===== config.mk =====
export PLATFORM = sky130hd
export DESIGN_NAME = fp_mul_pipe
export DESIGN_NICKNAME = d
export VERILOG_FILES = /design/src/rtl/fp_mul_pkg.sv /design/src/rtl/fp_mul_round.sv /design/src/rtl/fp_mul_pipe.sv
export SDC_FILE = /design/constraint.sdc
export NUM_CORES = 2
export LEC_CHECK = 0
export BUFFER_PORTS_ARGS = -buffer_cell sky130_fd_sc_hd__buf_2
export CAP_MARGIN = 20
export CELL_PAD_IN_SITES_DETAIL_PLACEMENT = 1
export CELL_PAD_IN_SITES_GLOBAL_PLACEMENT = 1
export CORE_ASPECT_RATIO = 1.4
export CORE_MARGIN = 5
export CORE_UTILIZATION = 45
export DETAILED_ROUTE_END_ITERATION = 10
export PLACE_DENSITY = 0.73
export SYNTH_ARGS = -nofsm -noshare
export SYNTH_HDL_FRONTEND = slang
export SYNTH_SLANG_ARGS = --single-unit

===== constraint.sdc =====
create_clock -name clk -period 7.9 [get_ports clk]
set_clock_uncertainty 0.15 [all_clocks]
set_input_delay 1.58 -clock clk [delete_from_list [all_inputs] [get_ports clk]]
set_output_delay 1.58 -clock clk [all_outputs]
set_load 0.05 [all_outputs]

===== src/rtl/fp_mul_pkg.sv =====
// Shared types and helpers for the pipelined float multiplier.
package fp_mul_pkg;
  typedef enum logic [1:0] {ZERO, NORM, INF, NAN} fp_class_t;

  localparam int FLG_INV = 3;
  localparam int FLG_OVF = 2;
  localparam int FLG_UNF = 1;
  localparam int FLG_INX = 0;

  localparam logic [31:0] QNAN_SP = 32'h7FC0_0000;

  function automatic int fp_bias(input int exp_w);
    return (1 << (exp_w - 1)) - 1;
  endfunction

  function automatic int fp_width(input int exp_w, input int man_w);
    return 1 + exp_w + man_w;
  endfunction
endpackage


===== src/rtl/fp_mul_round.sv =====
// S3 normalise/round/pack. Rounding mode: FP_MUL_RNE_EN defined -> round to nearest even,
// otherwise truncation toward zero.
module fp_mul_round
  import fp_mul_pkg::*;
#(
  parameter  int EXP_W = 8,
  parameter  int MAN_W = 23,
  localparam int W     = fp_width(EXP_W, MAN_W),
  localparam int EW2   = EXP_W + 2,
  localparam int PW    = 2 * (MAN_W + 1)
) (
  input  logic                  sign,
  input  logic                  sp_hit,
  input  logic [W-1:0]          sp_res,
  input  logic [3:0]            sp_flg,
  input  logic signed [EW2-1:0] esum,
  input  logic [PW-1:0]         prod,
  output logic [W-1:0]          res,
  output logic [3:0]            flg
);
  localparam logic signed [EW2-1:0] E_MAX = EW2'((1 << EXP_W) - 1);

  logic                  norm, guard, sticky, rnd_up, inx;
  logic [PW-1:0]         shifted;
  logic [MAN_W:0]        man_full;
  logic [MAN_W+1:0]      man_r;
  logic [MAN_W-1:0]      frac;
  logic signed [EW2-1:0] e, e_fin;

  always_comb begin
    norm     = prod[PW-1];
    shifted  = norm ? prod : {prod[PW-2:0], 1'b0};
    man_full = shifted[PW-1 -: MAN_W+1];
    guard    = shifted[MAN_W];
    sticky   = |shifted[MAN_W-1:0];
    inx      = guard | sticky;
    e        = esum + EW2'(norm);
`ifdef FP_MUL_RNE_EN
    rnd_up   = guard & (sticky | man_full[0]);
`else
    rnd_up   = 1'b0;
`endif
    man_r    = {1'b0, man_full} + (MAN_W+2)'(rnd_up);
    // rounding carry into the hidden bit: shift back and bump the exponent
    frac     = man_r[MAN_W+1] ? man_r[MAN_W:1] : man_r[MAN_W-1:0];
    e_fin    = e + EW2'(man_r[MAN_W+1]);

    res = '0;
    flg = '0;
    if (sp_hit) begin
      res = sp_res;
      flg = sp_flg;
    end else if (e <= 0) begin
      res          = {sign, {(W-1){1'b0}}};
      flg[FLG_UNF] = 1'b1;
      flg[FLG_INX] = 1'b1;
    end else if (e_fin >= E_MAX) begin
      res          = {sign, {EXP_W{1'b1}}, {MAN_W{1'b0}}};
      flg[FLG_OVF] = 1'b1;
      flg[FLG_INX] = 1'b1;
    end else begin
      res          = {sign, e_fin[EXP_W-1:0], frac};
      flg[FLG_INX] = inx;
    end
  end
endmodule


===== src/rtl/fp_mul_pipe.sv =====
// 3-stage float multiplier with valid/ready and run-time mantissa masking.
// Rounding selected by FP_MUL_RNE_EN (see fp_mul_round).
module fp_mul_pipe
  import fp_mul_pkg::*;
#(
  parameter  int EXP_W = 8,
  parameter  int MAN_W = 23,
  localparam int W     = fp_width(EXP_W, MAN_W)
) (
  input  logic             clk,
  input  logic             rst_n,
  input  logic             in_valid,
  output logic             in_ready,
  input  logic [W-1:0]     a,
  input  logic [W-1:0]     b,
  input  logic [MAN_W-1:0] approx_mask,
  output logic             out_valid,
  input  logic             out_ready,
  output logic [W-1:0]     result,
  output logic [3:0]       flags
);
  localparam int STAGES = 3;
  localparam int EW2    = EXP_W + 2;
  localparam int PW     = 2 * (MAN_W + 1);
  localparam int BIAS   = fp_bias(EXP_W);
  localparam logic [W-1:0] QNAN = {1'b0, {EXP_W{1'b1}}, 1'b1, {(MAN_W-1){1'b0}}};

  typedef struct packed {
    logic           sign;
    logic           sp_hit;
    logic [W-1:0]   sp_res;
    logic [3:0]     sp_flg;
    logic [EW2-1:0] esum;
  } meta_t;

  function automatic fp_class_t classify(input logic [EXP_W-1:0] e, input logic [MAN_W-1:0] f);
    if (e == '0)    return ZERO;
    else if (&e)    return (f != '0) ? NAN : INF;
    else            return NORM;
  endfunction

  logic               en;
  logic [STAGES:1]    vld_pipe;
  fp_class_t          ca, cb;
  meta_t              s1_in, s1_meta, s2_meta;
  logic [MAN_W:0]     s1_ma, s1_mb;
  logic [PW-1:0]      s2_prod;
  logic [W-1:0]       rnd_res;
  logic [3:0]         rnd_flg;

  assign en        = !out_valid | out_ready;
  assign in_ready  = en;
  assign out_valid = vld_pipe[STAGES];

  // S1: classify on the unmasked fields, so masking never turns a NaN into Inf
  always_comb begin
    ca            = classify(a[W-2 -: EXP_W], a[MAN_W-1:0]);
    cb            = classify(b[W-2 -: EXP_W], b[MAN_W-1:0]);
    s1_in         = '0;
    s1_in.sign    = a[W-1] ^ b[W-1];
    s1_in.esum    = EW2'(a[W-2 -: EXP_W]) + EW2'(b[W-2 -: EXP_W]) - EW2'(BIAS);
    s1_in.sp_hit  = 1'b1;
    if (ca == NAN || cb == NAN || (ca == INF && cb == ZERO) || (ca == ZERO && cb == INF)) begin
      s1_in.sp_res          = QNAN;
      s1_in.sp_flg[FLG_INV] = 1'b1;
    end else if (ca == INF || cb == INF) begin
      s1_in.sp_res = {s1_in.sign, {EXP_W{1'b1}}, {MAN_W{1'b0}}};
    end else if (ca == ZERO || cb == ZERO) begin
      s1_in.sp_res = {s1_in.sign, {(W-1){1'b0}}};
    end else begin
      s1_in.sp_hit = 1'b0;
    end
  end

  always_ff @(posedge clk or negedge rst_n) begin
    if (!rst_n) begin
      vld_pipe <= '0;
      s1_meta  <= '0;
      s1_ma    <= '0;
      s1_mb    <= '0;
      s2_meta  <= '0;
      s2_prod  <= '0;
      result   <= '0;
      flags    <= '0;
    end else if (en) begin
      vld_pipe <= {vld_pipe[STAGES-1:1], in_valid};
      s1_meta  <= s1_in;
      s1_ma    <= {1'b1, a[MAN_W-1:0] & ~approx_mask};
      s1_mb    <= {1'b1, b[MAN_W-1:0] & ~approx_mask};
      s2_meta  <= s1_meta;
      s2_prod  <= PW'(s1_ma) * PW'(s1_mb);
      if (vld_pipe[STAGES-1]) begin
        result <= rnd_res;
        flags  <= rnd_flg;
      end
    end
  end

  fp_mul_round #(.EXP_W(EXP_W), .MAN_W(MAN_W)) u_round (
    .sign   (s2_meta.sign),
    .sp_hit (s2_meta.sp_hit),
    .sp_res (s2_meta.sp_res),
    .sp_flg (s2_meta.sp_flg),
    .esum   (s2_meta.esum),
    .prod   (s2_prod),
    .res    (rnd_res),
    .flg    (rnd_flg)
  );
endmodule

Word-level counts from Yosys, hierarchy flattened
Cells that the tools add are included.

Register bits: 225. Logic and storage cells: 74. Bits of input ports: 91. Output and inout port bits: 38.

Multiplexer cells: 24. Magnitude comparators: 2. Equal/unequal tests: 4. Bitwise gates (word level): 6. Add/sub/neg operators: 3. Multipliers: 1. Reductions and logical operators: 18.

Operators with widths (number): 2-to-1 mux 32 bit (4); 2-to-1 mux 31 bit (2); multiplier 24 x 24 -> 48 bit (1); 2-to-1 mux 47 bit (1); bitwise AND 23 bit (2); nonzero test 23 bit (2); inverter 23 bit (1); OR reduction 23 bit (1); logical NOT 8 bit (2); AND reduction 8 bit (2); 2-to-1 mux 1 bit (12); adder 10 x 1 -> 10 bit (1); greater-or-equal comparator 10 x 9 -> 1 bit (second input constant) (1); less-or-equal comparator 10 x 1 -> 1 bit (second input constant) (1); subtractor 9 x 7 -> 10 bit (second input constant) (1); adder 8 x 8 -> 9 bit (1); == test 2 bit (second input constant) (4); 2-to-1 mux 2 bit (4); logical OR 1 bit (5); logical NOT 2 bit (2); 2-to-1 mux 3 bit (1); logical AND 1 bit (2); OR 1 bit (2); AND reduction 2 bit (1); 2 further kinds (2).

Depth between registers and ports, before layout
Depth in word-level cells: 9. Gate-level depth with buffers: 27. Mapped depth without buffers: 25.

Modules after synthesis
From an unflattened synthesis, not the netlist that was laid out.

Cells, all modules: 3040. Area total of the unflattened synthesis: 27426.3 µm².

By module, submodules not included: fp_mul_pipe (cells an instance 2885, instances 1, seq. area each 4103.9 µm², area an instance 26113.8 µm²); fp_mul_round (cells an instance 155, instances 1, seq. area each 0.0 µm², area an instance 1312.5 µm²).

Least setup slack after synthesis
No wires, ideal clock.

Path kind: register to register. From: register s1_mb[3]. To: register s2_prod[43]. Path slack: 0.985 ns. Cell stages (with the launch flop): 28. Buffers on the path: 2. Required time: 7.628 ns. Arrival: 6.643 ns. Cell sequence: dfrtp_1 -> clkbuf_1 -> clkbuf_1 -> nand2_1 -> fa_1 -> inv_1 -> fa_1 -> inv_1 -> fa_1 -> inv_1 -> fa_1 -> inv_1 -> fa_1 -> inv_1 -> fa_1 -> inv_1 -> fa_1 -> inv_1 -> ha_1 -> nand3_1 -> o41ai_1 -> a31oi_1 -> o21ai_2 -> a311oi_1 -> or2_1 -> o41ai_2 -> mux2i_1 -> nor2_1.

Word-level cells in the longest chain between the ends: 1.

Ends and longest elaborated chain: from (decl) (RTL line fp_mul_pipe.sv:46) `logic [MAN_W:0] s1_ma, s1_mb;`; from (signal assigned) (RTL line fp_mul_pipe.sv:89) `s1_mb <= {1'b1, b[MAN_W-1:0] & ~approx_mask};`; multiplier 24 x 24 -> 48 bit (RTL line fp_mul_pipe.sv:91) `s2_prod <= PW'(s1_ma) * PW'(s1_mb);`; to (signal assigned) (RTL line fp_mul_pipe.sv:91); to (decl) (RTL line fp_mul_pipe.sv:47) `logic [PW-1:0] s2_prod;`.

No other way between the ends. A chain may end at the register's enable or synchronous reset.

Final worst setup path
From: register s1_mb[7]. To: register s2_prod[45].

Same word-level chain as after synthesis.

==> results.cfg <==
[drt]
drc = 0
post_drt_wl_per_cell_um = 21.16
firstDrtPassIters = 5
drt_iter0_drc = 836
finalWirelength_um = 80740
dr_total_vias = 20320
via_per_inst = 5.326
ant_nets = 0

[cells_and_area]
num_antenna_cells = 0
nNetsFinal = 3818
fillers = 6859
drive_above_1_share_pct = 10.18
area_growth_pct = 9.454

[global_routing]
grt-ovfl-total = 0
grt_pass1_vias = 24050
antenna_found_initial = 1
grt_usage_pct = 26.03
grt_max_degree = 86
grt_pass1_wl_um = 130600

[die]
core_um2 = 58460
io_pins = 129
row_count = 105
die_x_um = 214.8
fp.dieArea_um2 = 63710
die-height_um = 296.7
start_util_pct = 45.18

[synthesis]
synth_seq_cells = 164
synth_edf_count = 0
synth_ff_type = dfrtp_1
async_reset_ff_share_pct = 100.0
yosysTopAreaCellShare_pct = 36.60
synthesis.nets = 3723
yosys.area.top_type = fa_1
synth_cell_types = 63
syn_area_um2 = 26420
syn_avg_cell_area_um2 = 8.930
synthCells = 2958
synthTopCellsByArea = fa_1, dfrtp_1, ha_1
synth-seq-area-share_pct = 15.54
synth_warnings = 0

[outcome]
status = completed

[hold_path]
hold_class = flip-flop to flip-flop

[cts]
cts-buffers-inserted = 17
clk_latency_ns = 0.46
cts.sinks = 164
cts-root-buf = clkbuf_16
postCtsSetupBuffers = 0
path_clk_slew_ns = 0.08
h-tree-depth = 4
clk_path_buf_depth = 2
cts_tree = done

[setup_path]
arrival_ns = 7.76
cp-end-kind = flip-flop
worst_setup_path_start_kind = flip-flop
worstPathMaxFanout = 18
critPathKind = flip-flop to flip-flop
cp.required_ns = 8.04

[placement]
globalplace.congestion = 0.9183
dp_hpwl_um = 67500
io_buffer_count = 128

[timing]
slew_violations = 0
rsz0062_at_grt = no
clock.fmax_mhz = 131.2
setup_viol = 0
min_period_over_period_pct = 96.45
hold_violations = 0
max_slew_margin_pct = 39.48
final.min_clock_period_ns = 7.620
worst_pin_slew_ns = 0.9079
hold_ws_ns = 0.3260
tns_ns = 0

[job]
maxCapViolCount = 0
-- per-layer routing --
metal / track usage, % / part of all wire, % / vias up
met4: 8.991 / 3.7 / 0
met5: 0 / 0 / -
li1: - / - / 9121
met2: 50.37 / 54 / 380
met1: 30.03 / 39 / 10680
met3: 2.576 / 2.8 / 136
-- worst max-delay path: stages (launching register included) --
cell       delay [ns]
dfrtp_1          0.77
nand2_1          0.19
fa_1             0.55
inv_1            0.07
fa_1             0.51
inv_1            0.05
fa_1             0.46
fa_1             0.52
inv_1            0.06
fa_1             0.49
fa_1             0.51
inv_1            0.05
fa_1             0.56
inv_1            0.07
ha_1             0.35
a21oi_1          0.26
o21ai_0          0.20
nor3_1           0.25
o211ai_1         0.12
a21oi_1          0.36
a21oi_1          0.24
a2111oi_2        0.37
xor2_1           0.18
o21ai_0          0.11
-- path summary, 6_finish.rpt --
kind / start / end / slack, ns / depth (start not counted)
min: s2_meta[47] / s2_meta[47] / 0.33 / 2
max: s1_mb[7] / s2_prod[45] / 0.28 / 23
min reg2reg: s2_meta[47] / s2_meta[47] / 0.33 / 2
min in group asynchronous: rst_n / s1_mb[19] / 1.02 / 1
max in group asynchronous: rst_n / s1_meta[7] / 5.33 / 2
max reg2reg: s1_mb[7] / s2_prod[45] / 0.28 / 23
-- registers in the layout, indices dropped and copies added, names as in the netlist --
register,flops
vld_pipe,3
s2_meta,15
s1_mb,23
s2_prod,48
s1_meta,15
result,32
flags,4
s1_ma,24
-- cell usage after synthesis (all sizes together) (7+ instances only) --
| master | instances |
|---|---|
| nand3 | 23 |
| mux2i | 25 |
| and2 | 284 |
| nand3b | 48 |
| o22a | 9 |
| nand2b | 7 |
| xor2 | 21 |
| o21a | 9 |
| nor4 | 21 |
| clkbuf | 152 |
| a21o | 25 |
| inv | 570 |
| fa | 483 |
| o21bai | 7 |
| nor3 | 8 |
| o21ai | 69 |
| a21oi | 87 |
| xnor2 | 31 |
| dfrtp | 164 |
| buf | 7 |
| nand2 | 548 |
| nand4 | 15 |
| ha | 191 |
| o31ai | 7 |
| a31oi | 15 |
| and3 | 8 |
| nor2b | 7 |
| nor2 | 71 |
-- metrics by stage --
stage | cell area, um2 | cells | setup slack [ns] | utilization, %
4_1_cts | 28870 | 3814 | 0.1147 | 49.39
5_1_grt | 28910 | 3815 | 0.003043 | 49.46
6_report | 28910 | 3815 | 0.2803 | 49.46
2_1_floorplan | 26420 | 2958 | 0.9848 | -
3_3_place_gp | 28280 | 3782 | 0.3780 | 48.37
3_5_place_dp | 28280 | 3782 | 0.1472 | 48.37
-- placed cells by master (no fill, tap or decap), types with 48 or more instances in the layout --
master and count:
inv_1 569, nand2_1 547, fa_1 483, and2_1 283
ha_1 191, dfrtp_1 155, buf_2 127, buf_4 98
a21oi_1 87, nor2_1 71, nand3b_1 48
-- layout make-up --
| type | instances | area (um2) | share of cell area, % |
|---|---|---|---|
| Tap cell | 749 | 937.1 | 3.241 |
| Inverter | 570 | 2142 | 7.409 |
| Clock inverter | 15 | 168.9 | 0.5842 |
| Sequential cell | 164 | 4115 | 14.23 |
| Timing Repair Buffer | 235 | 1570 | 5.431 |
| Multi-Input combinational cell | 2065 | 19550 | 67.63 |
| Clock buffer | 17 | 425.4 | 1.471 |
-- cell families after synthesis --
| logic type | synth area share, % |
|---|---|
| buffers and inverters | 10.47 |
| xor gates and xnor gates | 1.724 |
| and+or+nand+nor | 19.24 |
| AOI/OAI and AO/OA | 6.390 |
| DFF | 15.54 |
| muxes | 0.9900 |
| adders and majority gates | 45.65 |
-- timing repair --
action / 4_1_cts / 5_1_grt
hold endpoints to repair: 0 / 0
gates resized for setup: 0 / 9
endpoints found under the setup margin: 0 / 7
hold buffers: 0 / 0
Power is left out: the tool's default activity adds up to more than one toggle a clock period on the data nets, which glitch-free logic cannot reach.
